--- src/rtl/hazard_pkg.sv ---
// +--------------------------------------------------------------------------+
// | hazard_pkg : shared types and constants for the pipeline hazard control |
// | Rev 1.0    : initial release                                             |
// +--------------------------------------------------------------------------+
`default_nettype none

package hazard_pkg;

    localparam int NREG_W_PKG   = 3;
    localparam int DRAIN_CYCLES = 3;

    typedef enum logic [1:0] {
        FWD_REG = 2'd0,
        FWD_MEM = 2'd1,
        FWD_WB  = 2'd2
    } fwd_sel_e;

    typedef enum logic [1:0] {
        RUN    = 2'd0,
        DRAIN  = 2'd1,
        HALTED = 2'd2
    } hz_state_e;

    typedef struct packed {
        logic                  valid;
        logic                  we;
        logic [NREG_W_PKG-1:0] wa;
        logic                  is_load;
    } slot_t;

endpackage

`default_nettype wire

--- src/rtl/hazard_match.sv ---
// +--------------------------------------------------------------------------+
// | hazard_match : forwarding select / hazard flag for one ID source operand |
// | Config       : HAZARD_WB_FWD_EN enables forwarding from the MEM slot     |
// | Rev 1.0      : initial release                                           |
// +--------------------------------------------------------------------------+
`default_nettype none

module hazard_match
    import hazard_pkg::*;
(
    input  logic [NREG_W_PKG-1:0] src_i,
    input  logic                  use_i,
    input  slot_t                 ex_slot_i,
    input  slot_t                 mem_slot_i,
    output fwd_sel_e              sel_o,
    output logic                  hazard_o
);

    logic w_ex_hit;
    logic w_mem_hit;
    logic unused_mem_load;

    assign w_ex_hit  = ex_slot_i.valid  & ex_slot_i.we  & use_i & (ex_slot_i.wa  == src_i);
    assign w_mem_hit = mem_slot_i.valid & mem_slot_i.we & use_i & (mem_slot_i.wa == src_i);

    // Any MEM-slot producer has its data by WB, load or not
    assign unused_mem_load = mem_slot_i.is_load;

    always_comb begin
        sel_o    = FWD_REG;
        hazard_o = 1'b0;
        if (w_ex_hit) begin
            if (ex_slot_i.is_load) begin
                hazard_o = 1'b1;
            end else begin
                sel_o = FWD_MEM;
            end
        end else if (w_mem_hit) begin
`ifdef HAZARD_WB_FWD_EN
            sel_o = FWD_WB;
`else
            hazard_o = 1'b1;
`endif
        end
    end

endmodule

`default_nettype wire

--- src/rtl/hazard_ctrl.sv ---
// +--------------------------------------------------------------------------+
// | hazard_ctrl : forwarding selects, load-use stalls, flush and HLT drain   |
// | Config      : HAZARD_WB_FWD_EN (see hazard_match)                        |
// | Rev 1.0     : initial release                                            |
// +--------------------------------------------------------------------------+
`default_nettype none

module hazard_ctrl
    import hazard_pkg::*;
#(
    parameter int NREG_W = NREG_W_PKG
)
(
    input  logic              clk,
    input  logic              rst_n,
    input  logic              id_valid,
    input  logic [NREG_W-1:0] id_ra,
    input  logic [NREG_W-1:0] id_rb,
    input  logic              id_use_ra,
    input  logic              id_use_rb,
    input  logic              id_we,
    input  logic [NREG_W-1:0] id_wa,
    input  logic              id_is_load,
    input  logic              id_is_halt,
    input  logic              flush,
    output logic [1:0]        ra_controll,
    output logic [1:0]        rb_controll,
    output logic              stall_if_id,
    output logic              bubble_ex,
    output logic              halted
);

    localparam logic [1:0] CNT_LOAD = 2'(DRAIN_CYCLES - 1);

    hz_state_e  state_q, state_d;
    logic [1:0] cnt_q, cnt_d;
    slot_t      ex_slot_q, ex_slot_d;
    slot_t      mem_slot_q;
    fwd_sel_e   ra_sel_q, ra_sel_d;
    fwd_sel_e   rb_sel_q, rb_sel_d;
    logic       halted_q;

    fwd_sel_e   w_ra_sel, w_rb_sel;
    logic       w_ra_hz, w_rb_hz;
    logic       w_stall;
    logic       w_issue;

    hazard_match u_match_ra (
        .src_i      (id_ra),
        .use_i      (id_use_ra),
        .ex_slot_i  (ex_slot_q),
        .mem_slot_i (mem_slot_q),
        .sel_o      (w_ra_sel),
        .hazard_o   (w_ra_hz)
    );

    hazard_match u_match_rb (
        .src_i      (id_rb),
        .use_i      (id_use_rb),
        .ex_slot_i  (ex_slot_q),
        .mem_slot_i (mem_slot_q),
        .sel_o      (w_rb_sel),
        .hazard_o   (w_rb_hz)
    );

    // Flush beats a hazard; HLT is only accepted on a hazard-free cycle
    always_comb begin
        w_stall = 1'b0;
        state_d = state_q;
        cnt_d   = cnt_q;
        case (state_q)
            RUN: begin
                if (id_valid && !flush) begin
                    if (w_ra_hz || w_rb_hz) begin
                        w_stall = 1'b1;
                    end else if (id_is_halt) begin
                        state_d = DRAIN;
                        cnt_d   = CNT_LOAD;
                    end
                end
            end
            DRAIN: begin
                w_stall = 1'b1;
                if (cnt_q == 2'd0) begin
                    state_d = HALTED;
                end else begin
                    cnt_d = cnt_q - 2'd1;
                end
            end
            HALTED: begin
                w_stall = 1'b1;
            end
            default: begin
                state_d = RUN;
            end
        endcase
    end

    assign w_issue = id_valid && !flush && !w_stall;

    always_comb begin
        ex_slot_d = '0;
        ra_sel_d  = FWD_REG;
        rb_sel_d  = FWD_REG;
        if (w_issue) begin
            ex_slot_d.valid   = 1'b1;
            ex_slot_d.we      = id_we;
            ex_slot_d.wa      = id_wa;
            ex_slot_d.is_load = id_is_load;
            ra_sel_d          = w_ra_sel;
            rb_sel_d          = w_rb_sel;
        end
    end

    always_ff @(posedge clk) begin
        if (!rst_n) begin
            state_q    <= RUN;
            cnt_q      <= 2'd0;
            ex_slot_q  <= '0;
            mem_slot_q <= '0;
            ra_sel_q   <= FWD_REG;
            rb_sel_q   <= FWD_REG;
            halted_q   <= 1'b0;
        end else begin
            state_q    <= state_d;
            cnt_q      <= cnt_d;
            ex_slot_q  <= ex_slot_d;
            mem_slot_q <= ex_slot_q;
            ra_sel_q   <= ra_sel_d;
            rb_sel_q   <= rb_sel_d;
            halted_q   <= (state_d == HALTED);
        end
    end

    assign ra_controll = ra_sel_q;
    assign rb_controll = rb_sel_q;
    assign stall_if_id = w_stall;
    assign bubble_ex   = w_stall;
    assign halted      = halted_q;

endmodule

`default_nettype wire

--- config.mk ---
export PLATFORM = sky130hd
export DESIGN_NAME = hazard_ctrl
export DESIGN_NICKNAME = d
export VERILOG_FILES = /design/src/rtl/hazard_pkg.sv /design/src/rtl/hazard_match.sv /design/src/rtl/hazard_ctrl.sv
export SDC_FILE = /design/constraint.sdc
export NUM_CORES = 1
export LEC_CHECK = 0
export BUFFER_PORTS_ARGS = -buffer_cell sky130_fd_sc_hd__buf_4
export CORE_MARGIN = 2
export CORE_UTILIZATION = 45
export CTS_CLUSTER_DIAMETER = 100
export DETAILED_ROUTE_END_ITERATION = 7
export HOLD_SLACK_MARGIN = 0.15
export PLACE_DENSITY = 0.67
export SLEW_MARGIN = 10
export SYNTH_ARGS = -nofsm -noshare
export SYNTH_HDL_FRONTEND = slang
export SYNTH_SLANG_ARGS = --single-unit
--- constraint.sdc ---
create_clock -name clk -period 3.69 [get_ports clk]
set_input_delay 0.1845 -clock clk [delete_from_list [all_inputs] [get_ports clk]]
set_output_delay 0.1845 -clock clk [all_outputs]
set_load 0.02 [all_outputs]
==> results.ini <==
[run_status]
status = finished, final reports clean

[power_and_ir_drop]
p_leak_nw = 0.530
ir_drop_v = 0.000245
finalPower_mw = 0.419
power.density_nw_per_um2 = 341

[timing]
final-setup-viol-count = 0
maxSlewViolCount = 0
clock.fmax_mhz = 419
fin_crit_sh_pct = 64.6
hold_viol = 0
final.setup.worst_slack_ps = 1310
rsz0062_at_grt = no
worstMarginPinSlew_ps = 660
skew_ps = 8.65
tns_ps = 0
fin_crit_ps = 2380
max_slew_margin_pct = 55.8

[die]
die-area_sq_um = 2660
die_width_microns = 51.5
pin_count = 25
core_sq_um = 2170
rows = 17
die_y_microns = 51.5
start_util_pct = 46.9

[layout]
num_antenna_cells = 0
layout_commonest_cell = buf_4
drive_gt1_share_pct = 26.2
final_area_sq_um = 1230
final_core_util_pct = 56.6
syn2layout_area_growth_pct = 20.7
layout_common_cells = 22 x buf_4, 18 x dfxtp_1, 11 x xor2_1, 8 x nand3_1, 7 x inv_1
final_nets = 155

[synthesis]
synth_ff_type = dfxtp_1
yosys_register_bits = 18
synth_area_leader_cell = dfxtp_1
synth_edf_count = 0
ys_warn_count = 0
syn_area_sq_um = 1020
synth_top_area_share_pct = 35.4
ys_async_sr_fraction_pct = 0
syn_area_per_cell_sq_um = 9.60
seq_area_frac_synth_pct = 35.4
synth_cell_types = 34
yosys-top-cells-area = dfxtp_1 35%, xor2_1 9.5%, ha_1 6.2%, nand3_1 3.9%, and2_1 3.7%
synth_cells = 106

[flow_run]
cap_violations = 0

[drt]
routed_wl_microns = 1940
num_vias = 800
first_pass_iters = 4
wl_per_cell_microns = 12.2
dr_wl_met3_microns = 97
remaining_drc_errors = 0
met1_length_microns = 922
dr_wl_met2_microns = 875
routed.top_layer = met4
drt-initial-drc-count = 15
postRouteAntennaNets = 0
via_per_inst = 5.06

[critical_path]
path_max_fanout = 5
crit_type = reg -> out
crit_required_ps = 3510
crit_path_start_kind = register
arrival_ps = 2200
cp-end-kind = output pin

[clock_tree]
post_cts_buffers = 0
cts_buffers = 3
cts.repair.resized = 0
clk_pin_slew_worst_paths_ps = 100
cts_root_buf = clkbuf_4
cts_tree = built
clk_path_buf_depth = 2
insertion_delay_ps = 290
htreeDepth = 1
ctsHoldBuffers = 2
cts.sinks = 18

[global_routing]
antenna_found_initial = 0
overflow = 0
grt_start_max_net_pins = 12
grt_pass1_vias = 768
grt_util_all_layers_pct = 17.2
grt_first_pass_wirelength_microns = 3320

[min_path]
worstHoldPathType = in -> reg

[placement]
io_buffers = 22
dp_slack_ps = 1640
hpwl_microns = 1530
gp_congestion = 0.889
post_dp_cell_area_sq_um = 1170

[layer usage]
| layer | global-route usage, % | vias to the layer above |
|---|---|---|
| li1 | - | 409 |
| met1 | 21.1 | 362 |
| met5 | 0 | - |
| met2 | 27.6 | 23 |
| met3 | 5.75 | 6 |
| met4 | 7.02 | 0 |
[registers in the layout, summed over array words and instances, names as in the netlist]
signal       flops
ex_slot_q        6
rb_controll      1
mem_slot_q       5
state_q          2
ra_controll      1
halted           1
cnt_q            2
[kinds of logic (layout without fill, tap and decap cells)]
logic type / after synthesis / count (layout) / synth area share [%]
compound gates: 15 / 15 / 12.3
xor+xnor: 12 / 12 / 11.1
fa+ha+maj: 5 / 5 / 6.15
buf+inv: 12 / 35 / 7.13
flops: 18 / 18 / 35.4
mux: 4 / 4 / 5.17
other cells: 1 / 2 / 0.369
simple gates: 39 / 39 / 22.4
[critical path, stage by stage, from the launching register on]
cell and delay (ps):
dfxtp_1 350, xor2_1 140, or4_4 570, mux2i_4 230, a21o_2 240, a21oi_1 200, buf_4 180
[layout make-up]
type,count,area [sq um]
fillers,199,942
inverters,7,26.3
repair buffers,25,195
clock buffers,3,22.5
well taps,28,35.0
flip-flops and latches,18,360
multi-input cells,77,588
[synthesized netlist by cell type, types with 5 or more instances]
cell type,number
nand2_1,5
and2_1,6
xor2_1,11
nor3b_1,5
nor2_1,5
ha_1,5
inv_1,7
dfxtp_1,18
nand3_1,8
[metrics by stage]
stage | hold slack (ps) | std cells
3_5_place_dp | 455 | 152
3_3_place_gp | 447 | 152
5_1_grt | 152 | 158
2_1_floorplan | 351 | 107
6_report | 165 | 158
4_1_cts | 152 | 157
[report_power, final]
part | switching [mW] | internal, mW | total [mW] | leakage, nW
registers | 0.00887 | 0.205 | 0.214 | 0.146
clock network | 0.0578 | 0.0380 | 0.0958 | 0.0138
logic | 0.0568 | 0.0526 | 0.109 | 0.371
[final timing paths]
| check | startpoint | end | slack, ps | cells past startpoint |
|---|---|---|---|---|
| worst max register to register | ex_slot_q[1] | ex_slot_q[1] | 1690 | 5 |
| worst min-delay path | id_wa[2] | ex_slot_q[3] | 160 | 2 |
| worst min register to register | cnt_q[1] | cnt_q[1] | 470 | 2 |
| worst max-delay path | ex_slot_q[1] | bubble_ex | 1310 | 6 |
(Power assumes the default switching activity.)
